<file path="config.mk">
export PLATFORM = sky130hd
export DESIGN_NAME = serial_subtractor_flat
export DESIGN_NICKNAME = d
export VERILOG_FILES = /design/src/rtl/serial_subtractor_if.sv /design/src/rtl/serial_subtractor.sv /design/src/flat_wrapper.sv
export SDC_FILE = /design/constraint.sdc
export NUM_CORES = 1
export LEC_CHECK = 0
export CORE_UTILIZATION = 50
export CTS_CLUSTER_DIAMETER = 30
export DETAILED_ROUTE_END_ITERATION = 6
export PLACE_DENSITY = 0.76
export SKIP_LAST_GASP = 1
export SYNTH_ARGS = -nofsm -noshare
export SYNTH_HDL_FRONTEND = slang
export SYNTH_SLANG_ARGS = --single-unit
</file>
<file path="constraint.sdc">
create_clock -name clk -period 4.4 [get_ports clk]
set_input_delay 0.88 -clock clk [delete_from_list [all_inputs] [get_ports clk]]
set_output_delay 0.88 -clock clk [all_outputs]
set_load 0.02 [all_outputs]
</file>
<file path="src/rtl/serial_subtractor_if.sv">
// Operand/result bundle for the bit-serial subtractor.
// The master drives the request; the slave (the subtractor) returns status and result.
interface serial_subtractor_if #(
   parameter int unsigned WIDTH = 8
);
   logic             start;
   logic [WIDTH-1:0] A;
   logic [WIDTH-1:0] B;
   logic             bin;
   logic             busy;
   logic             done;
   logic [WIDTH-1:0] diff;
   logic             bout;
   logic             ovf;

   modport master (
      output start, A, B, bin,
      input  busy, done, diff, bout, ovf
   );

   modport slave (
      input  start, A, B, bin,
      output busy, done, diff, bout, ovf
   );
endinterface

</file>
<file path="src/rtl/serial_subtractor.sv">
// Bit-serial two's-complement subtractor: diff = A - B - bin, LSB first.
// One full-subtractor cell and one borrow flop process one bit per clock.
// Results are published only when the last bit completes, so partial sums never show.
module serial_subtractor #(
   parameter int unsigned WIDTH = 8,
   parameter int unsigned CW    = $clog2(WIDTH)
) (
   input logic                 clk,
   input logic                 rst_n,
   serial_subtractor_if.slave  bus
);

   typedef enum logic [1:0] {StIdle, StRun, StDone} state_e;

   state_e           state_q, state_d;
   logic [WIDTH-1:0] sa_q, sa_d;
   logic [WIDTH-1:0] sb_q, sb_d;
   logic [WIDTH-1:0] res_q, res_d;
   logic [WIDTH-1:0] diff_q, diff_d;
   logic [CW-1:0]    cnt_q, cnt_d;
   logic             brw_q, brw_d;
   logic             a_msb_q, a_msb_d;
   logic             b_msb_q, b_msb_d;
   logic             bout_q, bout_d;
   logic             ovf_q, ovf_d;

   logic d_bit;
   logic brw_nxt;
   logic last_bit;

   // Full-subtractor cell on the current LSBs.
   assign d_bit    = sa_q[0] ^ sb_q[0] ^ brw_q;
   assign brw_nxt  = (~sa_q[0] & sb_q[0]) | (~(sa_q[0] ^ sb_q[0]) & brw_q);
   assign last_bit = (cnt_q == CW'(WIDTH - 1));

   // State register.
   always_ff @(posedge clk or negedge rst_n) begin
      if (!rst_n) begin
         state_q <= StIdle;
      end else begin
         state_q <= state_d;
      end
   end

   // Next-state logic; start is only honoured in idle, so nothing queues.
   always_comb begin
      state_d = state_q;
      unique case (state_q)
         StIdle:  if (bus.start) state_d = StRun;
         StRun:   if (last_bit) state_d = StDone;
         StDone:  state_d = StIdle;
         default: state_d = StIdle;
      endcase
   end

   // Status outputs decoded from the registered state.
   always_comb begin
      bus.busy = (state_q == StRun);
      bus.done = (state_q == StDone);
   end

   // Datapath next-state: load on accept, shift while running, publish on the last bit.
   always_comb begin
      sa_d    = sa_q;
      sb_d    = sb_q;
      res_d   = res_q;
      diff_d  = diff_q;
      cnt_d   = cnt_q;
      brw_d   = brw_q;
      a_msb_d = a_msb_q;
      b_msb_d = b_msb_q;
      bout_d  = bout_q;
      ovf_d   = ovf_q;
      unique case (state_q)
         StIdle: begin
            if (bus.start) begin
               sa_d    = bus.A;
               sb_d    = bus.B;
               brw_d   = bus.bin;
               cnt_d   = '0;
               a_msb_d = bus.A[WIDTH-1];
               b_msb_d = bus.B[WIDTH-1];
            end
         end
         StRun: begin
            sa_d  = {1'b0, sa_q[WIDTH-1:1]};
            sb_d  = {1'b0, sb_q[WIDTH-1:1]};
            res_d = {d_bit, res_q[WIDTH-1:1]};
            brw_d = brw_nxt;
            cnt_d = cnt_q + CW'(1);
            if (last_bit) begin
               diff_d = {d_bit, res_q[WIDTH-1:1]};
               bout_d = brw_nxt;
               // d_bit is the result MSB on the last step.
               ovf_d  = (a_msb_q != b_msb_q) && (d_bit != a_msb_q);
            end
         end
         default: ;
      endcase
   end

   // Datapath registers.
   always_ff @(posedge clk or negedge rst_n) begin
      if (!rst_n) begin
         sa_q    <= '0;
         sb_q    <= '0;
         res_q   <= '0;
         diff_q  <= '0;
         cnt_q   <= '0;
         brw_q   <= 1'b0;
         a_msb_q <= 1'b0;
         b_msb_q <= 1'b0;
         bout_q  <= 1'b0;
         ovf_q   <= 1'b0;
      end else begin
         sa_q    <= sa_d;
         sb_q    <= sb_d;
         res_q   <= res_d;
         diff_q  <= diff_d;
         cnt_q   <= cnt_d;
         brw_q   <= brw_d;
         a_msb_q <= a_msb_d;
         b_msb_q <= b_msb_d;
         bout_q  <= bout_d;
         ovf_q   <= ovf_d;
      end
   end

   assign bus.diff = diff_q;
   assign bus.bout = bout_q;
   assign bus.ovf  = ovf_q;

endmodule

</file>
<file path="src/flat_wrapper.sv">
// flat-port wrapper written by rule: the top's interface ports become plain ports
module serial_subtractor_flat 
#(
   parameter int unsigned WIDTH = 8,
   parameter int unsigned CW    = $clog2(WIDTH)
)
  (clk, rst_n, bus_start, bus_A, bus_B, bus_bin, bus_busy, bus_done, bus_diff, bus_bout, bus_ovf);
  serial_subtractor_if #(.WIDTH(WIDTH)) bus_i ();
  input logic clk;
  input logic rst_n;
  input wire logic [$bits(bus_i.start)-1:0] bus_start;
  input wire logic [$bits(bus_i.A)-1:0] bus_A;
  input wire logic [$bits(bus_i.B)-1:0] bus_B;
  input wire logic [$bits(bus_i.bin)-1:0] bus_bin;
  output wire logic [$bits(bus_i.busy)-1:0] bus_busy;
  output wire logic [$bits(bus_i.done)-1:0] bus_done;
  output wire logic [$bits(bus_i.diff)-1:0] bus_diff;
  output wire logic [$bits(bus_i.bout)-1:0] bus_bout;
  output wire logic [$bits(bus_i.ovf)-1:0] bus_ovf;
  assign bus_i.start = bus_start;
  assign bus_i.A = bus_A;
  assign bus_i.B = bus_B;
  assign bus_i.bin = bus_bin;
  assign bus_busy = bus_i.busy;
  assign bus_done = bus_i.done;
  assign bus_diff = bus_i.diff;
  assign bus_bout = bus_i.bout;
  assign bus_ovf = bus_i.ovf;
  serial_subtractor #(.WIDTH(WIDTH), .CW(CW)) u_core (.clk(clk), .rst_n(rst_n), .bus(bus_i));
endmodule
</file>
## Word-level counts from Yosys, hierarchy flattened

Cells that the tools add are included.

| storage, ports and cells | value |
|---|---|
| bits in registers | 42 |
| logic and storage cells | 44 |

| operators by class | value |
|---|---|
| bitwise logic cells | 7 |
| mux-type cells | 11 |
| reduce and logical (&&, ||, !) cells | 7 |
| add/subtract/negate cells | 1 |
| eq/ne operators | 7 |

Operators with widths:

| kind | count |
|---|---|
| 8-bit one-hot mux with 2 select lines | 2 |
| 8-bit 2-to-1 mux | 2 |
| 2-bit AND reduction | 4 |
| 3-bit one-hot mux with 2 select lines | 1 |
| 2-bit 2-to-1 mux | 2 |
| 2-bit one-hot mux with 2 select lines | 1 |
| 3-bit by 1-bit adder with 3-bit output (second input constant) | 1 |
| 3-bit equality test (second input constant) | 1 |
| 3-bit 2-to-1 mux | 1 |
| 1-bit AND | 2 |
| 2-bit by 1-bit equality test with 1-bit output (second input constant) | 1 |
| 2-bit equality test (second input constant) | 1 |
| 2-bit logical NOT | 1 |
| 1-bit != test | 2 |
| 2-bit by 1-bit != test with 1-bit output (second input constant) | 1 |
| 2-bit != test (second input constant) | 1 |
| 1-bit inverter | 2 |
| 1-bit one-hot mux with 2 select lines | 1 |
| 2-bit nonzero test | 1 |
| 1-bit XOR | 2 |
| 1-bit logical AND | 1 |
| 1-bit 2-to-1 mux | 1 |
| 1-bit OR | 1 |

## Depth between registers and ports, before layout

Gate-level depths: netlist (run 1).

| depth | value |
|---|---|
| depth in word-level cells | 5 |
| depth in mapped cells | 6 |

## Least setup slack after synthesis (run 1)

Ideal clock, no wire load.

| timing path | value |
|---|---|
| kind | flip-flop to output port |
| start | register u_core.state_q[0] |
| end | output port bus_busy |
| stages on the path, launching flop included | 5 |
| data required time | 3.520 ns |
| arrival | 0.879 ns |
| slack | 2.641 ns |
| path buffers | 3 |
| cells stage by stage | dfrtp_1 -> buf_6 -> nor2b_4 -> buf_6 -> buf_12 |

| between the ends | value |
|---|---|
| word-level cells in the longest chain between the ends | 1 |

RTL lines:

| what | line | RTL |
|---|---|---|
| from (decl) | serial_subtractor.sv:15 | `state_e state_q, state_d;` |
| from (signal assigned) | serial_subtractor.sv:39 | `state_q <= StIdle;` |
| from (signal assigned) | serial_subtractor.sv:41 | `state_q <= state_d;` |
| 2-bit by 1-bit equality test with 1-bit output | serial_subtractor.sv:58 | `bus.busy = (state_q == StRun);` |
| to (decl) | flat_wrapper.sv:15 | `output wire logic [$bits(bus_i.busy)-1:0] bus_busy;` |

Every way passes these cells.

## Worst setup path after layout (run 1)

Same ends and word-level chain as after synthesis.

==> reports/metrics.cfg, run 1 <==
[run_status]
status = complete, no violations

[placed_design]
io_buffers = 31
place_hpwl_um = 1960
dp_cells = 213
gp_congestion = 0.729
post-place-ws_ns = 1.73

[floorplanning]
die_h_um = 62.4
rows = 21
fp.dieW_um = 62.4
num_io_pins = 32
core-area_mm2 = 0.00342
start_util_pct = 53.3
dieArea_mm2 = 0.00389

[yosys]
synth_area_mm2 = 0.00182
synth-xor-area-share_pct = 0
synth_cells = 143
yosysTopAreaCellShare_pct = 56.3
syn_avg_cell_area_um2 = 12.7
yosys_register_bits = 41
synth_nets = 166
yosys.area_share.simple_pct = 8.72
synth_top_area_cell = dfrtp_1
synth_top_family_by_area = multiplexers
synth-compound-area-share_pct = 8.17
synthAdderAreaFrac_pct = 2.47
yosys.cell_types.count = 24
synth-seq-area-share_pct = 56.3
synth_warnings = 0
ys_top_cells_by_area = dfrtp_1, mux2_2, mux2i_1
synthMuxAreaShare_pct = 19.0

[cells_and_area]
antennaDiodeCount = 0
drive_above_1_share_pct = 17.7
area_growth_pct = 21.3
nets = 197
stdcell_count = 221

[timing]
hold-worst-slack_ns = 0.499
finalSetupTns_ns = 0
setup_ws_ns = 1.76
fin_worst_skew_ns = 0.00977
setup-violations-final = 0
rsz0062_at_grt = no
final_hold_viol_count = 0
maxSlewViolCount = 0
slew_headroom_pct = 23.6
worst_slew_pin_slew_ns = 1.14
fmax_mhz = 379
timing.final.crit_share_pct = 59.9
period_needed_ns = 2.64

[clock_network]
post_cts_resized = 0
worstSkewPairLatency_ns = 0.35
clkSinkCount = 41
cts_hold_repair.buffers = 0
clk_pin_slew_ns = 0.13
cts_setup_buffers = 0
cts_tree = done
htree_levels = 2
cts_root_buffer = clkbuf_4
clock_path_buffers = 2
numCtsBuffers = 5

[min_path]
hold_path_class = flip-flop to flip-flop
holdPathStages = 2

[pwr]
leakagePower_nw = 1.03
p_sw_share_pct = 32.9
p_int_w = 0.00109
power.switching_w = 0.000536
powerDensity_mw_per_mm2 = 736
seqPwrFrac_pct = 40.7
combPwrFrac_pct = 41.0
ir_drop_uv = 410
power_w = 0.00163
power_frac_clock_pct = 18.3

[worst_setup_path]
critical_path_class = flip-flop to output port
slowest_stage = clkdlybuf4s50_1
cp_top_family = buffers and inverters
slowest_delay_ns = 0.60
critPathCaptureType = output port
cp.arrival_ns = 1.76
start_kind = flip-flop
reg2regPathDepth = 2
cp.required_ns = 3.52
crit_path_cell_trace = nor2b_4 > clkdlybuf4s50_1
path_max_fanout = 9
path_buf_inv = 1
cp.depth = 2

[flow_run]
drv_cap = 0

[grt]
track_usage_pct = 17.1
grt_pass1_vias = 1124
grt-ovfl-total = 0
antenna_found_initial = 0
grt_pass1_wl_um = 5040
grt_max_degree = 42

[route]
routed_wl_um = 2930
drt_iter0_drc = 32
wl_per_cell_um = 13.3
viasPerCell = 5.04
drc = 0
vias = 1113
postRouteAntennaNets = 0
dr.pass1.iters = 4

-- cell usage after synthesis (all sizes together) --
master  instances
ha              2
mux2i          14
o21ai          20
nand3b          2
o21bai          1
fa              1
inv             3
buf             7
dfrtp          41
mux2           18
a21oi           4
and2b           1
nand2          19
nor2b           6
a22o            2
nor3b           1
clkbuf          1
-- cell usage in the layout (no fill, tap or decap), drive strengths merged, types with 3 or more instances in the layout --
cell type      Yosys  final
nor2b              6      6
mux2i             14     14
clkdlybuf4s50      0     30
a21oi              4      4
inv                3      3
clkbuf             1      5
mux2              18     18
dfrtp             41     41
o21ai             20     20
nand2             19     19
-- worst paths after layout --
kind | from | to | slack, ns
min in group asynchronous | rst_n | u_core.sb_q[4] | 0.64
worst max-delay path | u_core.state_q[0] | bus_busy | 1.76
worst min-delay path | u_core.bus.bout | u_core.bus.bout | 0.50
worst max register to register | u_core.state_q[0] | u_core.brw_q | 2.54
max in group asynchronous | rst_n | u_core.bus.diff[3] | 3.20
worst min register to register | u_core.bus.bout | u_core.bus.bout | 0.50
-- worst min-delay path, stage by stage (launching register included) --
cell and delay, ns:
dfrtp_1 0.36, nand2_1 0.05, o21ai_0 0.06
-- per-layer routing --
metal | vias up | routed length (um) | global-route usage [%]
met2 | 22 | 1340 | 28.4
met1 | 533 | 1420 | 20.6
met3 | 5 | 130 | 5.70
met5 | - | 0 | 0
met4 | 0 | 38 | 6.10
li1 | 553 | - | -
-- power by group through the flow --
stage	Sequential [W]	Combinational (W)	Clock [W]
4_1_cts	0.000664	0.000677	0.000306
5_1_grt	0.000685	0.000734	0.000324
3_5_place_dp	0.000671	0.000671	0
6_report	0.000661	0.000666	0.000298
3_3_place_gp	0.000661	0.000645	0
2_1_floorplan	0.000694	0.000481	0
-- sequential cells by signal (all words and copies together), names as in the netlist, 2 cells and up --
name and flops:
u_core.sa_q 8, u_core.sb_q 8, u_core.state_q 2, u_core.res_q 7, u_core.bus.diff 8, u_core.cnt_q 3
-- kinds of logic (layout without fill, tap and decap cells) --
kind of cell	count (synthesis)	in the layout
multiplexers	32	32
AO/OA/AOI/OAI	27	27
buffers and inverters	11	43
AND/OR/NAND/NOR	29	29
flip-flops	41	41
adder cells (fa/ha/maj)	3	3
-- through the flow --
step,cell area [um2],util [%]
floorplan,1820,-
global placement,2110,61.7
detailed placement,2110,61.7
CTS,2210,64.7
global route,2210,64.7
finish,2210,64.7
-- cell type report --
cell class	instances	area [um2]
fillers	280	1210
flip-flops and latches	41	1030
multi-input cells	91	699
repair buffers	32	313
clock inverters	3	65.1
well taps	46	57.6
clock buffers	5	37.5
inverters	3	11.3
(Power assumes the default switching activity.)
==> run 2: changes to the inputs <==
Settings changed: CORE_UTILIZATION 50 to 47, PLACE_DENSITY 0.76 to 0.75.
Clock period 4.4 ns to 2.28 ns, I/O delays scaled along.
==> run 2 against run 1 <==
Compared with the run above:
- critical path depth did not move
- non-clock buffer count increased by 1
- flip-flop and latch count did not move
- core utilization fell by 4.6 points
- first-iteration DRC count rose by 63%
- register-to-register slack got worse by 1.9 ns
- worst hold slack got worse by 0.22 ns
- cell count is 0.90% higher
- cell area rose by 0.28%
- clock skew fell by 0.0051 ns
- clock-buffer cell count up 2
- power is 88% higher
- critical path type unchanged
- critical endpoint unchanged
- largest cell class unchanged
- highest routed layer unchanged
==> reports/metrics.cfg, run 2 (same netlist as run 1, synthesis figures left out) <==
[run_status]
status = complete, no violations

[grt]
grt_pass1_wl_um = 5400
grt-ovfl-total = 0
grt_pass1_vias = 1156
grt_max_degree = 42
antenna_found_initial = 0
track_usage_pct = 17.8

[route]
routed_wl_um = 3100
drc = 0
dr.pass1.iters = 4
drt_iter0_drc = 52
viasPerCell = 5.03
vias = 1122
postRouteAntennaNets = 0
wl_per_cell_um = 13.9

[worst_setup_path]
rrSetupSlack_ns = 0.66
critPathCaptureType = output port
cp.required_ns = 1.82
cp.arrival_ns = 1.65
r2r_end = u_core.res_q[6]
crit_path_cell_trace = nor2b_4 > clkdlybuf4s50_1
path_buf_inv = 1
critical_path_class = flip-flop to output port
slowest_delay_ns = 0.60
start_kind = flip-flop
slowest_stage = clkdlybuf4s50_1
path_max_fanout = 9
reg2regPathDepth = 3
cp_top_family = buffers and inverters
reg2reg_from = u_core.state_q[0]

[cells_and_area]
mostFrequentLayoutCells = dfrtp_1, clkdlybuf4s50_1, nand2_1
antennaDiodeCount = 0
drive_above_1_share_pct = 17.1
nets = 198
layout_commonest_cell = dfrtp_1
area_growth_pct = 21.6

[pwr]
p_sw_share_pct = 33.8
p_int_w = 0.00203
ir_drop_uv = 684
powerDensity_mw_per_mm2 = 1380
power_frac_clock_pct = 15.2
power.switching_w = 0.00103
leakagePower_nw = 1.03
combPwrFrac_pct = 42.9
seqPwrFrac_pct = 41.9

[timing]
worst_slew_pin_slew_ns = 0.871
timing.final.crit_share_pct = 92.4
slew_headroom_pct = 42.0
final_hold_viol_count = 0
fin_worst_skew_ns = 0.00466
period_needed_ns = 2.11
fmax_mhz = 475
rsz0062_at_grt = no
setup_ws_ns = 0.174
setup-violations-final = 0
maxSlewViolCount = 0
finalSetupTns_ns = 0

[min_path]
hold_path_class = input port to asynchronous set/reset pin

[clock_network]
htree_levels = 2
clkSinkCount = 41
clk_pin_slew_ns = 0.07
clock_path_buffers = 2
cts_hold_repair.buffers = 0
worstSkewPairLatency_ns = 0.29
cts_root_buffer = clkbuf_8
post_cts_resized = 0
numCtsBuffers = 5
cts_tree = done
cts_setup_buffers = 0

[floorplanning]
die_h_um = 64.3
core-area_mm2 = 0.00369
rows = 22
num_io_pins = 32
start_util_pct = 49.4
dieArea_mm2 = 0.00413
fp.dieW_um = 64.3

[placed_design]
io_buffers = 31
gp_congestion = 0.714
place_hpwl_um = 2230
post-place-ws_ns = 0.376

[flow_run]
drv_cap = 0

## run 2: changes by cell type in the layout (fill, tap and decap cells not counted), sizes merged
| cell | previous run | this run |
|---|---|---|
| buf | 2 | 3 |
| bufinv | 2 | 0 |
| clkinv | 1 | 0 |
| clkbuf | 5 | 7 |
## run 2: power by group through the flow
stage | logic (W) | registers, W | clock network (W)
6_report | 0.00131 | 0.00128 | 0.000464
2_1_floorplan | 0.000929 | 0.00134 | 0
3_3_place_gp | 0.00128 | 0.00128 | 0
5_1_grt | 0.00145 | 0.00133 | 0.000505
3_5_place_dp | 0.00133 | 0.00130 | 0
4_1_cts | 0.00133 | 0.00129 | 0.000474
## run 2: layer usage
metal / GRT usage [%] / up-vias / share of wire [%]
li1: - / 552 / -
met1: 23.0 / 546 / 46
met2: 27.6 / 18 / 49
met3: 4.46 / 6 / 3.8
met4: 9.17 / 0 / 1.6
met5: 0 / - / 0
## run 2: stage by stage
step / hold WS, ns / cells / power (W) / utilization (%) / area [um2]
after global routing: 0.337 / 223 / 0.00329 / 60.1 / 2220
after CTS: 0.312 / 223 / 0.00310 / 60.1 / 2220
after global placement: 0.462 / 216 / 0.00255 / 57.7 / 2130
after detailed placement: 0.471 / 216 / 0.00263 / 57.7 / 2130
final: 0.277 / 223 / 0.00306 / 60.1 / 2220
after floorplan: 0.160 / 143 / 0.00227 / - / 1820
## run 2: how the worst max path moves through the flow
stage | start | end | slack, ns | cells past startpoint
2_1_floorplan | u_core.cnt_q[0] | u_core.bus.diff[0] | 0.82 | 5
3_3_place_gp | bus_start | u_core.b_msb_q | 0.42 | 4
3_5_place_dp | bus_start | u_core.b_msb_q | 0.38 | 4
4_1_cts | u_core.state_q[0] | bus_busy | 0.15 | 2
5_1_grt | u_core.state_q[0] | bus_busy | 0.10 | 2
6_report | u_core.state_q[0] | bus_busy | 0.17 | 2
## run 2: layout make-up
class | count | area (um2)
fill | 319 | 1470
tap | 48 | 60.1
clock buffer | 7 | 86.3
inverter | 3 | 11.3
multi-input combinational | 91 | 699
timing repair buffer | 33 | 333
sequential | 41 | 1030
## run 2: worst reg2reg max path: stages (launching register included)
cell and delay [ns]:
dfrtp_1 0.54, nor2b_4 0.22, buf_4 0.36, mux2_2 0.40
